==> config.mk <==
export PLATFORM = sky130hd
export DESIGN_NAME = pipeline_skid_fifo
export DESIGN_NICKNAME = d
export VERILOG_FILES = /design/src/rtl/pipeline_skid_fifo.sv
export SDC_FILE = /design/constraint.sdc
export NUM_CORES = 1
export LEC_CHECK = 0
export CELL_PAD_IN_SITES_DETAIL_PLACEMENT = 0
export CELL_PAD_IN_SITES_GLOBAL_PLACEMENT = 1
export CORE_MARGIN = 3
export CORE_UTILIZATION = 30
export CTS_BUF_LIST = sky130_fd_sc_hd__clkbuf_4 sky130_fd_sc_hd__clkbuf_8
export CTS_CLUSTER_DIAMETER = 120
export CTS_CLUSTER_SIZE = 25
export DETAILED_ROUTE_END_ITERATION = 10
export MAX_ROUTING_LAYER = met4
export PLACE_DENSITY_LB_ADDON = 0.1
export SLEW_MARGIN = 25
export SYNTH_ARGS = -nofsm -noshare
export SYNTH_HDL_FRONTEND = slang
export SYNTH_SLANG_ARGS = --single-unit
==> constraint.sdc <==
create_clock -name clk -period 6.15 [get_ports clk]
set_input_delay 1.5375 -clock clk [delete_from_list [all_inputs] [get_ports clk]]
set_output_delay 1.5375 -clock clk [all_outputs]
set_load 0.005 [all_outputs]
==> src/rtl/pipeline_skid_fifo.sv <==
// pipeline_skid_fifo: elastic valid/allow buffer between two pipeline stages.
// allow_in and valid_out come from registered occupancy only, cutting the backward path.
module pipeline_skid_fifo #(
  parameter int WIDTH = 32,
  parameter int DEPTH = 2
) (
  input  logic                     clk,
  input  logic                     reset,
  input  logic                     valid_in,
  output logic                     allow_in,
  input  logic [WIDTH-1:0]         in,
  output logic                     valid_out,
  input  logic                     allow_out,
  output logic [WIDTH-1:0]         out,
  input  logic                     flush,
  output logic [$clog2(DEPTH):0]   level
);

  localparam int AW = $clog2(DEPTH);
  localparam int LW = AW + 1;
  localparam logic [LW-1:0] FULL = LW'(DEPTH);

  logic [WIDTH-1:0] mem [DEPTH];
  logic [AW-1:0]    rd_ptr;
  logic [AW-1:0]    wr_ptr;
  logic             push;
  logic             pop;

  assign allow_in  = (level != FULL);
  assign valid_out = (level != '0);
  assign out       = mem[rd_ptr];

  // handshakes; a flush kills both sides of the transfer
  always_comb begin
    push = valid_in && allow_in && !flush;
    pop  = valid_out && allow_out && !flush;
  end

  // occupancy and pointers; reset beats flush beats handshakes
  always_ff @(posedge clk) begin
    if (reset || flush) begin
      level  <= '0;
      rd_ptr <= '0;
      wr_ptr <= '0;
    end else begin
      if (push) wr_ptr <= wr_ptr + 1'b1;
      if (pop)  rd_ptr <= rd_ptr + 1'b1;
      unique case ({push, pop})
        2'b10:   level <= level + 1'b1;
        2'b01:   level <= level - 1'b1;
        default: level <= level;
      endcase
    end
  end

  // payload storage, intentionally not reset
  always_ff @(posedge clk) begin
    if (push && !reset) mem[wr_ptr] <= in;
  end

endmodule

# ---- Word-level counts from Yosys, hierarchy flattened
# Memories as Yosys holds them, arrays and structs flattened. A register that Yosys moved wholly into a read port is not among the register bits.
# Index checks and enable logic that the tools add are counted.
dict set report op_classes {
  addsub 4
  n_mul 0
  div 0
  order_cmp 0
  n_eq_ne 3
  shifts 0
  muxes 5
  n_bitwise 0
  n_reduce_logical 10
}
# op count
set op_table {}
lappend op_table {{$logic_and A1 B1 Y1} 5}
lappend op_table {{$mux W1} 4}
lappend op_table {{$pmux W2 S2} 1}
lappend op_table {{$reduce_bool A2 Y1} 2}
lappend op_table {{$add A1 B1 Y1 const B} 2}
lappend op_table {{$add A2 B1 Y2 const B} 1}
lappend op_table {{$eq A2 B1 Y1 const B} 1}
lappend op_table {{$eq A2 B2 Y1 const B} 1}
lappend op_table {{$logic_not A1 Y1} 2}
lappend op_table {{$ne A2 B2 Y1 const B} 1}
lappend op_table {{$sub A2 B1 Y2 const B} 1}
lappend op_table {{$logic_or A1 B1 Y1} 1}
dict set report word_totals {
  reg_bits 4
  latchBits 0
  mem_bits_rw 64
  rom_bits 0
  inputBits 37
  out_inout_bits 36
  elab_cells 26
  n_memories 1
}
# memory words width read_ports rd_clocked_by_memory_dff write_ports line
set memory_table {}
lappend memory_table {mem 2 32 1 1 1 23} ;# logic [WIDTH-1:0] mem [DEPTH];

# ---- Logic depth before layout (Yosys ltp)
# Gate-level depths: netlist of the first run.
dict set report depth {
  ltp_word 6
  ltp_mapped 6
  depth_no_buf 6
}

# ---- Worst setup path before layout of the first run
# No wires, ideal clock.
dict set report synth_path {
  path_type {input -> register}
  startpoint {input flush}
  endpoint {memory mem[0][0], enable pin}
  setup_ns 0.502
  arrival_ns 5.047
  required_ns 5.648
  setup_slack_ns 0.601
  stages 3
  n_path_buf 1
  cell_sequence {or2_2 -> clkbuf_1 -> nor4_1}
}
dict set report synth_between {
  elab_chain_len 5
}
# item line
set synth_rtl {}
lappend synth_rtl {{start: declaration} 15} ;# input logic flush,
lappend synth_rtl {{$logic_not A1 Y1} 35} ;# push = valid_in && allow_in && !flush;
lappend synth_rtl {{$logic_and A1 B1 Y1} 35}
lappend synth_rtl {{$logic_and A1 B1 Y1} 58} ;# if (push && !reset) mem[wr_ptr] <= in;
lappend synth_rtl {{$mux W1} 58}
lappend synth_rtl {{$mux W1 (not written as such)} 58}
lappend synth_rtl {{end: declaration} 23}
# Every way passes these cells.

==> impl_metrics.tcl, run 1 <==
set metrics [dict create \
    status "finished clean" \
    drtAntennaViolNets 0 \
    h-tree-depth 3 \
    timing.critical_path.cells "mux2_2 > clkdlybuf4s50_1" \
    fin_area_mm2 0.00364 \
    route.vias.total 1394 \
    layout-drive-gt1-share_pct 24.1 \
    vias_per_cell 4.38 \
    finalHoldViolCount 0 \
    netlist.area_leader.share_pct 75.5 \
    synth-async-reset-ratio_pct 0 \
    antenna_found_initial 0 \
    powerDensity_mw_per_mm2 278 \
    ys.flop_type "edfxtp_1" \
    gp_congestion 0.671 \
    crit_type "flop to output port" \
    setup_ws_ps 2560 \
    rsz0062_at_grt "false" \
    hold_class "flop to flop" \
    post-synth-top-count-cell "edfxtp_1" \
    design.core.area_mm2 0.00797 \
    synthesis.nets 168 \
    cts_tree "yes" \
    track_usage_pct 10.7 \
    worst_pin_slew_ps 790 \
    fin_crit_ps 3590 \
    cpLargestDelayFamily "flip-flops" \
    synth_area_mm2 0.00254 \
    cts-root-buf "clkbuf_8" \
    num-fill-cells 706 \
    ys_types 17 \
    drtIter0Drc 39 \
    period_share_pct 58.4 \
    endpoint_kind "output port" \
    p_leak_nw 1.20 \
    rows 32 \
    crit_required_ps 4610 \
    wire_per_inst_um 14.9 \
    stdcell_count 318 \
    cts_resized 0 \
    drc 0 \
    final_nets 249 \
    clk_pin_slew_ps 70 \
    worst-path-buf-inv 1 \
    grt_start_max_net_pins 33 \
    cts_hold_buf 0 \
    initial_core_util_pct 31.9 \
    die_w_um 98.1 \
    ys_seq_area_share_pct 79.4 \
    max_stage_delay_ps 840 \
    cts_sinks 69 \
    setup_violations 0 \
    grt_pass1_vias 1514 \
    postCtsSetupBuffers 0 \
    wl_mm 4.74 \
    port_buffers 72 \
    syn_inst 130 \
    cts_buffers 9 \
    syn-mean-instance-area_um2 19.6 \
    path_max_fanout 32 \
    pre_cts_ws_ps 2770 \
    place_area_mm2 0.00341 \
    r2r-start "level[0]" \
    synth.top_cells.by_area "edfxtp_1 76%, mux2_2 13%, dfxtp_1 3.9%, mux2_1 0.88%, or3_1 0.74%" \
    dp.cells 302 \
    overflow 0 \
    synth_largest_area_cell "edfxtp_1" \
    max_freq_ghz 0.279 \
    pin_count 73 \
    worst_setup_path_start_kind "flop" \
    dieArea_mm2 0.00962 \
    slowest_stage "dfxtp_2" \
    clk_latency_ps 330 \
    clock_skew_ps 3.60 \
    tns_ps 0 \
    synth-seq-cells 69 \
    area_growth_pct 43.2 \
    whs_ps 532 \
    synth_edf_count 64 \
    ys_top_cells_by_count "64 x edfxtp_1, 30 x mux2_2, 5 x dfxtp_1, 4 x nor2_1" \
    critical_path_arrival_ps 2050 \
    hold_start "wr_ptr" \
    dr.pass1.iters 4 \
    irDropWorstVdd_v 0.000143 \
    ys_warn_count 0 \
    slew_headroom_pct 47.4 \
    antennaDiodeCount 0 \
    clockBufferDepth 2 \
    grt_pass1_wl_mm 7.53 \
    place_hpwl_mm 3.21 \
    drv_cap 0 \
    final_max_slew_viol_count 0 \
    die_h_um 98.1 \
]
per-stage QoR:
stage | total power (W) | util [%]
floorplan | 0.000551 | -
CTS | 0.00103 | 45.7
global placement | 0.000595 | 42.8
finish | 0.00101 | 45.7
global route | 0.00106 | 45.7
detailed placement | 0.000597 | 42.8
final timing paths:
check             cells past startpoint        to  slack (ps)
setup reg to reg                      5  level[1]        4290
setup / recovery                      2   out[16]        2560
hold / removal                        2    wr_ptr         530
hold reg to reg                       2    wr_ptr         530
routing by layer:
| layer | share of wire (%) | global-route usage (%) | up-vias |
|---|---|---|---|
| met3 | 6.4 | 3.07 | 9 |
| met1 | 40 | 11.8 | 670 |
| met4 | 2.3 | 6.07 | 0 |
| met5 | 0 | - | - |
| met2 | 52 | 17.4 | 52 |
| li1 | - | - | 663 |
cell type report:
class,instances,area (um2),share of cell area (%)
sequential,69,2020,55.5
timing repair buffer,75,743,20.4
multi-input combinational,53,502,13.8
tap,102,128,3.50
clock buffer,9,124,3.40
clock inverter,7,114,3.12
inverter,3,11.3,0.309
where the power goes:
group	leakage (nW)	total [W]	switching [W]	internal, W
Clock	0.115	0.000427	0.000160	0.000267
Combinational	0.464	0.0000601	0.0000194	0.0000407
Sequential	0.622	0.000525	0.00000345	0.000522
Total	1.20	0.00101	0.000183	0.000830
registers in the layout (all words and copies together) (netlist names), named ones only:
name    flops
mem        64
level       2
rd_ptr      1
wr_ptr      1
cells by family after synthesis:
group                    count (synthesis)  synth area share, %
flip-flops                              69                 79.4
multiplexers                            32                 14.2
AND/OR/NAND/NOR                         12                 2.56
buffers and inverters                    8                 1.33
AO/OA/AOI/OAI                            5                0.983
XOR/XNOR                                 3                 1.03
adder cells (fa/ha/maj)                  1                0.492
cell usage in the layout (no fill, tap or decap):
| master | count |
|---|---|
| inv_1 | 3 |
| dfxtp_1 | 4 |
| buf_4 | 3 |
| dfxtp_2 | 1 |
| edfxtp_1 | 64 |
| xnor2_1 | 1 |
| clkdlybuf4s50_1 | 72 |
| clkinv_1 | 2 |
| clkbuf_8 | 9 |
| or2_2 | 2 |
| ha_1 | 1 |
| clkinv_4 | 1 |
| bufinv_16 | 3 |
| a21oi_1 | 2 |
| or3_1 | 3 |
| nor4_2 | 2 |
| mux2_2 | 30 |
| o21ai_0 | 3 |
| nor2_1 | 4 |
| xor2_1 | 2 |
| clkinvlp_4 | 1 |
| mux2_1 | 2 |
| nor2b_1 | 1 |
worst reg2reg max path, stage by stage (launching register included):
cell     delay [ps]
dfxtp_1         450
nor2b_1         160
or3_1           340
ha_1            340
or3_1           370
a21oi_1         150
Power figures use the tool's default switching activity.
==> run 2: changes to the inputs <==
==> constraint.sdc (replaced) <==
create_clock -name clk -period 3.1 [get_ports clk]
set_input_delay 0.775 -clock clk [delete_from_list [all_inputs] [get_ports clk]]
set_output_delay 0.775 -clock clk [all_outputs]
set_load 0.005 [all_outputs]
==> impl_metrics.tcl, run 2 (synthesized netlist as in run 1, its figures left out) <==
set metrics [dict create \
    status "finished clean" \
    p_leak_nw 1.19 \
    hold_class "flop to flop" \
    rows 32 \
    track_usage_pct 10.5 \
    cts_tree "yes" \
    postCtsSetupBuffers 0 \
    place_hpwl_mm 3.36 \
    setup_ws_ps 555 \
    cts_buffers 9 \
    wire_per_inst_um 14.9 \
    gp_congestion 0.745 \
    endpoint_kind "output port" \
    design.core.area_mm2 0.00797 \
    final_max_slew_viol_count 0 \
    setup_violations 0 \
    largest_register_ffs 64 \
    route.vias.total 1395 \
    clk_latency_ps 320 \
    grt_pass1_wl_mm 7.51 \
    antenna_found_initial 0 \
    whs_ps 508 \
    clock_skew_ps 5.00 \
    critical_path_arrival_ps 1770 \
    slowest_stage "nor2b_1" \
    h-tree-depth 3 \
    grt_start_max_net_pins 18 \
    port_buffers 72 \
    layout_common_cells "72 x clkdlybuf4s50_1, 64 x edfxtp_1, 30 x mux2_2" \
    vias_per_cell 4.37 \
    powerDensity_mw_per_mm2 484 \
    drv_cap 0 \
    die_h_um 98.1 \
    multi_input_area_um2 519 \
    path_max_fanout 6 \
    finalHoldViolCount 0 \
    fin_crit_ps 2540 \
    slew_headroom_pct 62.9 \
    cts-root-buf "clkbuf_8" \
    grt_pass1_vias 1487 \
    max_freq_ghz 0.393 \
    num-fill-cells 709 \
    tns_ps 0 \
    rsz0062_at_grt "false" \
    drc 0 \
    pin_count 73 \
    clockBufferDepth 2 \
    regMostFlops "mem" \
    cts_sinks 69 \
    irDropWorstVdd_v 0.000199 \
    wl_mm 4.74 \
    max_stage_delay_ps 490 \
    crit_required_ps 2320 \
    timing.critical_path.cells "nor2b_1 > inv_1 > clkdlybuf4s50_1" \
    die_w_um 98.1 \
    drtIter0Drc 33 \
    totalPowerFinal_w 0.00174 \
    reg_top3 "mem x64, level x2" \
    pre_cts_ws_ps 442 \
    layout-drive-gt1-share_pct 25.3 \
    final_nets 252 \
    cts_resized 0 \
    worst_pin_slew_ps 555 \
    area_growth_pct 41.5 \
    worst_setup_path_start_kind "flop" \
    drtAntennaViolNets 0 \
    final_util_pct 45.2 \
    dieArea_mm2 0.00962 \
    initial_core_util_pct 31.9 \
    register_area_mm2 0.00202 \
    rrSetupSlack_ps 1190 \
    crit_type "flop to output port" \
    dr.pass1.iters 4 \
    cts_hold_buf 0 \
    final_common_cell "clkdlybuf4s50_1" \
    antennaDiodeCount 0 \
    period_share_pct 82.1 \
    clk_pin_slew_ps 60 \
    overflow 0 \
]
-- run 2: per-stage QoR --
stage          instance area, um2  instances
3_3_place_gp                 3450        305
4_1_cts                      3600        319
6_report                     3600        319
3_5_place_dp                 3450        305
2_1_floorplan                2560        130
5_1_grt                      3600        319
-- run 2: worst max-delay path: cells and delay by family, from the launching register on --
kind,cells,cell delay [ps]
buf+inv,2,560
flops,1,390
simple gates,1,490
-- run 2: worst paths after layout --
| path | depth (start not counted) | startpoint | to |
|---|---|---|---|
| max | 3 | level[1] | allow_in |
| min | 2 | rd_ptr | flop |
| max reg2reg | 5 | level[1] | level[1] |
| min reg2reg | 2 | rd_ptr | flop |
-- run 2: layout make-up --
| cell class | count | share of cell area (%) |
|---|---|---|
| inverter | 3 | 0.313 |
| timing repair buffer | 78 | 21.3 |
| clock inverter | 3 | 0.417 |
| clock buffer | 11 | 3.86 |
| sequential | 69 | 56.2 |
| tap | 102 | 3.54 |
| multi-input combinational | 53 | 14.4 |
-- run 2: per-layer routing --
metal	vias up	routed length (um)	GRT usage, %
met5	-	0	-
met4	0	51	5.43
met3	4	258	2.86
met2	44	2450	16.2
met1	682	1980	12.6
li1	665	-	-
-- run 2: power by group --
group / switching, W / leakage [nW] / internal, W
logic: 0.0000416 / 0.482 / 0.0000818
registers: 0.00000498 / 0.622 / 0.00104
clock network: 0.000285 / 0.0856 / 0.000295
total: 0.000331 / 1.19 / 0.00141
==> run 3: changes to the inputs <==
==> constraint.sdc (replaced) <==
create_clock -name clk -period 2.59 [get_ports clk]
set_input_delay 0.6475 -clock clk [delete_from_list [all_inputs] [get_ports clk]]
set_output_delay 0.6475 -clock clk [all_outputs]
set_load 0.005 [all_outputs]
==> impl_metrics.tcl, run 3 (synthesized netlist as in run 1, its figures left out) <==
set metrics [dict create \
    status "finished clean" \
    combPwrFrac_pct 6.2 \
    reg_top3 "mem x64, level x2" \
    timing.critical_path.cells "nor2b_1 > inv_1 > clkdlybuf4s50_1" \
    r2r_cells 5 \
    rrSetupSlack_ps 660 \
    crit_end "allow_in" \
    slew_headroom_pct 60.4 \
    port_buffers 72 \
    cpLargestDelayFamily "buffers and inverters" \
    final_common_cell "clkdlybuf4s50_1" \
    die_w_um 98.1 \
    hold_class "flop to flop" \
    track_usage_pct 10.5 \
    cts_hold_buf 0 \
    layout_common_cells "72 x clkdlybuf4s50_1, 64 x edfxtp_1, 30 x mux2_2" \
    powerDensity_mw_per_mm2 651 \
    cts_tree "yes" \
    rsz0062_at_grt "false" \
    max_freq_ghz 0.410 \
    antennaDiodeCount 0 \
    drc 0 \
    endpoint_kind "output port" \
    finalHoldViolCount 0 \
    final_max_slew_viol_count 0 \
    grt_start_max_net_pins 18 \
    crit_required_ps 1940 \
    path_depth 3 \
    setup_violations 0 \
    initial_core_util_pct 31.9 \
    dr.pass1.iters 4 \
    worst-path-buf-inv 2 \
    slowest_stage "nor2b_1" \
    grt_pass1_wl_mm 7.38 \
    irDropWorstVdd_v 0.000325 \
    final_nets 252 \
    route.vias.total 1393 \
    p_switching_w 0.000418 \
    pin_count 73 \
    die_h_um 98.1 \
    worst_pin_slew_ps 592 \
    max_stage_delay_ps 520 \
    clk_latency_ps 330 \
    crit_type "flop to output port" \
    vias_per_cell 4.34 \
    gp_congestion 0.736 \
    p_clk_share_pct 41.8 \
    critical_path_arrival_ps 1790 \
    cts_buffers 9 \
    p_sw_share_pct 17.4 \
    drtAntennaViolNets 0 \
    largest_register_ffs 64 \
    layout-drive-gt1-share_pct 24.7 \
    clk_pin_slew_ps 60 \
    place_hpwl_mm 3.38 \
    r2r-start "level[1]" \
    overflow 0 \
    cts_resized 0 \
    area_growth_pct 44.6 \
    path_max_fanout 6 \
    postCtsSetupBuffers 0 \
    rows 32 \
    drv_cap 0 \
    dieArea_mm2 0.00962 \
    fin_crit_ps 2440 \
    h-tree-depth 3 \
    clock_skew_ps 6.74 \
    regMostFlops "mem" \
    p_int_w 0.00198 \
    dp.cells 305 \
    period_share_pct 94.2 \
    seqPwrFrac_pct 52.0 \
    grt_pass1_vias 1480 \
    clockBufferDepth 2 \
    crit_start "level[1]" \
    design.core.area_mm2 0.00797 \
    worst_setup_path_start_kind "flop" \
    stdcell_count 321 \
    drtIter0Drc 29 \
    whs_ps 515 \
    antenna_found_initial 0 \
    cts-root-buf "clkbuf_8" \
    p_leak_nw 1.22 \
    wire_per_inst_um 14.9 \
    reg2reg_to "level[1]" \
    wl_mm 4.79 \
    cts_sinks 69 \
]
[run 3: cell types whose count changed in the layout (fill, tap and decap cells not counted)]
| cell | before | now |
|---|---|---|
| clkinv_2 | 3 | 0 |
| clkinv_1 | 0 | 3 |
| clkbuf_4 | 2 | 1 |
| bufinv_16 | 0 | 3 |
[run 3: stage by stage]
step           setup TNS, ps  cell area, um2  util (%)  setup WS [ps]  total power [W]
5_1_grt                    0            3680      46.2           17.9          0.00249
4_1_cts                    0            3680      46.2            110          0.00243
2_1_floorplan         -46490            2560         -           -726          0.00131
3_3_place_gp               0            3450      43.3            142          0.00142
6_report                   0            3680      46.2            151          0.00240
3_5_place_dp               0            3450      43.3           91.9          0.00142
[run 3: worst register-to-register path, stage by stage, from the launching register on]
cell     delay (ps)
dfxtp_1         390
nor2b_1         520
or3_1           200
ha_1            260
or3_1           360
a21oi_1         140
[run 3: worst min path at each step]
stage                 from      to  slack [ps]  cells after the start
finish              rd_ptr  rd_ptr         510                      2
floorplan           rd_ptr    flop         470                      2
global route        rd_ptr  rd_ptr         560                      2
global placement    rd_ptr  rd_ptr         500                      2
CTS                 rd_ptr  rd_ptr         520                      2
detailed placement  rd_ptr  rd_ptr         510                      2
[run 3: layer usage]
metal,part of all wire (%),global-route usage (%),up-vias
met5,0,-,-
met4,0.48,4.79,0
met3,5.9,3.50,2
met2,52,16.6,52
met1,42,12.1,671
li1,-,-,668
[run 3: area by class of cell]
type	instances	area, um2
Inverter	3	11.3
Sequential cell	69	2020
Clock inverter	6	101
Clock buffer	10	131
Multi-Input combinational cell	53	519
Timing Repair Buffer	78	766
Fill cell	685	4290
Tap cell	102	128
[run 3: power groups by stage]
stage	Clock [W]	Sequential (W)	Combinational, W
6_report	0.00100	0.00125	0.000148
5_1_grt	0.00108	0.00125	0.000160
4_1_cts	0.00103	0.00125	0.000152
3_5_place_dp	0	0.00127	0.000151
3_3_place_gp	0	0.00127	0.000148
2_1_floorplan	0	0.00127	0.0000403
